<file path="src/rtl/lint_to_apb_pkg.sv">
// Shared types and constants for the lint-to-APB bridge.
package lint_to_apb_pkg;

  typedef enum logic [1:0] {
    IDLE   = 2'd0,
    SETUP  = 2'd1,
    ACCESS = 2'd2
  } state_e;

  localparam logic RESP_OK  = 1'b0;
  localparam logic RESP_ERR = 1'b1;

endpackage

</file>
<file path="src/rtl/apb_timeout_cnt.sv">
// Saturating ACCESS-phase wait counter with an expiry flag; expiry is
// permanently low when TIMEOUT_CYCLES is 0.
module apb_timeout_cnt
  import lint_to_apb_pkg::*;
#(
  parameter int unsigned TIMEOUT_CYCLES = 0
) (
  input  logic clk_i,
  input  logic rst_i,
  input  logic clr_i,
  input  logic inc_i,
  output logic expired_o
);

  localparam int unsigned CNT_W = (TIMEOUT_CYCLES > 0) ? $clog2(TIMEOUT_CYCLES + 1) : 1;

  logic [CNT_W-1:0] cnt;

  always_ff @(posedge clk_i or posedge rst_i) begin
    if (rst_i) begin
      cnt <= '0;
    end else if (clr_i) begin
      cnt <= '0;
    end else if (inc_i && (cnt != '1)) begin
      cnt <= cnt + CNT_W'(1);
    end
  end

  generate
    if (TIMEOUT_CYCLES == 0) begin : g_no_timeout
      assign expired_o = 1'b0;
    end else begin : g_timeout
      assign expired_o = (cnt == CNT_W'(TIMEOUT_CYCLES - 1));
    end
  endgenerate

endmodule

</file>
<file path="src/rtl/lint_to_apb.sv">
// Single-outstanding bridge from the lint req/gnt/r_valid interface to APB3,
// with a registered response and an optional pready timeout.
module lint_to_apb
  import lint_to_apb_pkg::*;
#(
  parameter int unsigned ADDR_WIDTH     = 32,
  parameter int unsigned DATA_WIDTH     = 32,
  parameter int unsigned TIMEOUT_CYCLES = 0
) (
  input  logic                  clk_i,
  input  logic                  rst_i,
  input  logic                  req_i,
  input  logic [ADDR_WIDTH-1:0] add_i,
  input  logic                  wen_i,
  input  logic [DATA_WIDTH-1:0] wdata_i,
  output logic                  gnt_o,
  output logic                  r_valid_o,
  output logic [DATA_WIDTH-1:0] r_rdata_o,
  output logic                  r_opc_o,
  output logic                  psel_o,
  output logic                  penable_o,
  output logic                  pwrite_o,
  output logic [ADDR_WIDTH-1:0] paddr_o,
  output logic [DATA_WIDTH-1:0] pwdata_o,
  input  logic [DATA_WIDTH-1:0] prdata_i,
  input  logic                  pready_i,
  input  logic                  pslverr_i
);

  state_e state;
  logic   expired;

  assign gnt_o = (state == IDLE) && req_i;

  apb_timeout_cnt #(
    .TIMEOUT_CYCLES(TIMEOUT_CYCLES)
  ) u_timeout_cnt (
    .clk_i    (clk_i),
    .rst_i    (rst_i),
    .clr_i    (state == SETUP),
    .inc_i    ((state == ACCESS) && !pready_i),
    .expired_o(expired)
  );

  always_ff @(posedge clk_i or posedge rst_i) begin
    if (rst_i) begin
      state     <= IDLE;
      psel_o    <= 1'b0;
      penable_o <= 1'b0;
      pwrite_o  <= 1'b0;
      paddr_o   <= '0;
      pwdata_o  <= '0;
      r_valid_o <= 1'b0;
      r_rdata_o <= '0;
      r_opc_o   <= RESP_OK;
    end else begin
      r_valid_o <= 1'b0;
      case (state)
        IDLE: begin
          if (req_i) begin
            paddr_o  <= add_i;
            pwrite_o <= ~wen_i;
            // Reads leave the last write data on the bus untouched.
            if (!wen_i) pwdata_o <= wdata_i;
            psel_o    <= 1'b1;
            penable_o <= 1'b0;
            state     <= SETUP;
          end
        end
        SETUP: begin
          penable_o <= 1'b1;
          state     <= ACCESS;
        end
        ACCESS: begin
          // pready takes priority over a timeout expiring in the same cycle.
          if (pready_i) begin
            psel_o    <= 1'b0;
            penable_o <= 1'b0;
            r_valid_o <= 1'b1;
            r_opc_o   <= pslverr_i;
            r_rdata_o <= pwrite_o ? '0 : prdata_i;
            state     <= IDLE;
          end else if (expired) begin
            psel_o    <= 1'b0;
            penable_o <= 1'b0;
            r_valid_o <= 1'b1;
            r_opc_o   <= RESP_ERR;
            r_rdata_o <= '0;
            state     <= IDLE;
          end
        end
        default: begin
          psel_o    <= 1'b0;
          penable_o <= 1'b0;
          state     <= IDLE;
        end
      endcase
    end
  end

endmodule

</file>
<file path="config.mk">
export PLATFORM = sky130hd
export DESIGN_NAME = lint_to_apb
export DESIGN_NICKNAME = d
export VERILOG_FILES = /design/src/rtl/lint_to_apb_pkg.sv /design/src/rtl/apb_timeout_cnt.sv /design/src/rtl/lint_to_apb.sv
export SDC_FILE = /design/constraint.sdc
export NUM_CORES = 1
export LEC_CHECK = 0
export CAP_MARGIN = 10
export CORE_MARGIN = 2
export CORE_UTILIZATION = 40
export CTS_CLUSTER_SIZE = 30
export DETAILED_ROUTE_END_ITERATION = 7
export PLACE_DENSITY = 0.77
export SLEW_MARGIN = 10
export SYNTH_ARGS = -nofsm -noshare
export SYNTH_HDL_FRONTEND = slang
export SYNTH_SLANG_ARGS = --single-unit
export TNS_END_PERCENT = 5
</file>
<file path="constraint.sdc">
create_clock -name clk_i -period 4.4 [get_ports clk_i]
set_input_delay 1.1 -clock clk_i [delete_from_list [all_inputs] [get_ports clk_i]]
set_output_delay 1.1 -clock clk_i [all_outputs]
set_load 0.03 [all_outputs]
</file>
==> reports/results.ini <==
[placed_design]
dpl_cell_area_um2=6230
hpwl_mm=7.48
gp_congestion=0.748
port_buffers=203
pre_cts_ws_ns=0.792

[logic_synthesis]
synthMuxAreaShare_pct=20.6
syn_nets=398
yosysWarnings=0
synth_top_family_by_area=multiplexers
syn-mean-instance-area_um2=13.9
synthDistinctLibCells=17
synth-seq-cells=102
synth_compound_area_share_pct=4.39
seq_area_frac_synth_pct=62.2
netlist_area_um2=4100
syn_inst=296
synth_fa_ha_area_share_pct=0
synth-simple-area-share_pct=9.18
synth_xor_area_share_pct=0

[critical_path]
crit_arrival_ns=2.52
end_kind=primary output
cp-endpoint=gnt_o
crit_type=in2out
reg2reg_from=state[1]
cp-start-kind=input pin
rr_worst_depth=5
crit_required_ns=3.30
crit_fanout=3
r2r_setup_slack_ns=2.04
r2r-end=pwdata_o[24]
crit_start=req_i

[global_routing]
overflow=0
grt.total_usage_pct=19.4
grt_pass1_wl_mm=16.4
grt_max_degree=58
grt_pass1_vias=3151
antenna_found_initial=0

[cts]
cts_root_buf=clkbuf_8
post_cts_resized=0
cts_tree=yes
h-tree-depth=3
postCtsHoldBufs=0
post-cts-setup-buffer-count=0
clk_pin_slew_ns=0.09
clk_latency_ns=0.38
clkSinkCount=102
cts_buffers=9
cts_max_path_buffers=2

[finish]
drive_above_1_share_pct=17.6
fin_nets=599
antenna_cells=0
area.growth.synth_to_final_pct=57.7
postLayoutCellArea_um2=6470

[sta]
finalCriticalPeriod_ns=3.62
rsz0062_at_grt=no
worst_clock_skew_ns=0.00800
slew_violations=0
fin_ws_ns=0.775
setup_tns_ns=0
setup_viol=0
fmax_mhz=276
slew_headroom_pct=59.2
finalCritPeriodShare_pct=82.4
hold_viol=0
tightestPinTransition_ns=0.611

[outcome]
outcome=finished clean

[detailed_routing]
postRouteAntennaNets=0
dr.pass1.iters=4
drc=0
first_iter_violations=108
wirelength_mm=10.3
post_drt_wl_per_cell_um=16.2
via_per_inst=4.67
vias=2961

[floorplanning]
core_um2=9860
die-area_um2=11100
start_util_pct=41.6
die_h_um=105
fp-row-count=36
ios=204
chipWidth_um=105

[power]
power_density_nw_per_um2=806
ir_worst_vdd_v=0.000511
power_leakage_nw=2.72

[run]
drv_cap=0

[worst_hold_path]
hold_class=reg2reg

## synth_stat cells
library cell / number / share of area (%)
dfrtp_1: 102 / 62
mux2_2: 35 / 9.6
nand2_1: 34 / 3.1
o21ai_0: 34 / 4.1
nand2b_1: 32 / 4.9
mux2_4: 30 / 11
clkbuf_1: 9 / 0.82
buf_2: 4 / 0.49
buf_12: 3 / 1.5
inv_1: 3 / 0.27
a21oi_1: 2 / 0.24
buf_6: 2 / 0.55
nor2_1: 2 / 0.18
nand3b_1: 1 / 0.18
nor2b_4: 1 / 0.34
nor3b_1: 1 / 0.18
nor3b_2: 1 / 0.31
## state kept, by name (all words and copies together), names as in the netlist
| name | flops |
|---|---|
| pwrite_o | 1 |
| pwdata_o | 32 |
| state | 2 |
| r_opc_o | 1 |
| r_rdata_o | 32 |
| paddr_o | 32 |
| r_valid_o | 1 |
| psel_o | 1 |
## power by group
group | leakage [nW] | switching (mW) | internal, mW
registers | 1.25 | 0.270 | 1.40
clock network | 0.115 | 0.322 | 0.374
logic | 1.36 | 1.51 | 1.34
total | 2.72 | 2.10 | 3.11
## layout by cell type (no fill, tap or decap)
master | Yosys | layout
a21oi_1 | 2 | 2
buf_12 | 3 | 2
buf_4 | 0 | 3
bufinv_16 | 0 | 3
clkbuf_8 | 0 | 9
clkdlybuf4s50_1 | 0 | 203
clkinv_2 | 0 | 1
clkinv_4 | 0 | 1
clkinvlp_4 | 0 | 1
dfrtp_1 | 102 | 102
inv_1 | 3 | 2
inv_4 | 0 | 1
mux2_2 | 35 | 35
mux2_4 | 30 | 30
nand2_1 | 34 | 34
nand2b_1 | 32 | 32
nand3b_1 | 1 | 1
nor2_1 | 2 | 2
nor2b_4 | 1 | 1
nor3b_1 | 1 | 1
nor3b_4 | 0 | 1
o21ai_0 | 34 | 34
## per-layer routing
metal | routed length, um | vias up | track usage, %
li1 | - | 1387 | -
met1 | 3940 | 1435 | 21.0
met2 | 5230 | 122 | 33.1
met3 | 888 | 17 | 9.46
met4 | 222 | 0 | 6.38
met5 | 0 | - | 0
## worst max-delay path, cell delays in order
cell             delay (ns)
clkdlybuf4s50_1        0.49
nor3b_4                0.22
clkdlybuf4s50_1        0.71
## per-stage QoR
step / utilization [%] / instances / power (mW) / hold WS [ns]
finish: 65.6 / 634 / 5.21 / 0.488
global route: 65.6 / 634 / 5.49 / 0.511
CTS: 65.6 / 634 / 5.28 / 0.493
detailed placement: 63.2 / 619 / 4.56 / 0.471
global placement: 63.2 / 619 / 4.48 / 0.463
floorplan: - / 296 / 3.33 / 0.481
## layout make-up
type / instances / area [um2]
clock buffer: 9 / 124
clock inverter: 6 / 111
fill: 760 / 3390
inverter: 3 / 13.8
multi-input combinational: 173 / 1410
sequential: 102 / 2550
tap: 133 / 166
timing repair buffer: 208 / 2090
## worst min-delay path by stage
stage,slack [ns],end,start,cells past startpoint
2_1_floorplan,0.48,state[0],state[0],1
3_3_place_gp,0.46,r_rdata_o[0],r_rdata_o[0],2
3_5_place_dp,0.47,r_rdata_o[4],r_rdata_o[4],2
4_1_cts,0.49,r_rdata_o[4],r_rdata_o[4],2
5_1_grt,0.51,r_rdata_o[27],r_rdata_o[27],2
6_report,0.49,r_rdata_o[4],r_rdata_o[4],2
## cells by family after synthesis
group,after synthesis
flip-flops,102
AND/OR/NAND/NOR,72
multiplexers,65
AO/OA/AOI/OAI,36
buffers and inverters,21
Note: power is estimated with default switching activity, not from simulation.
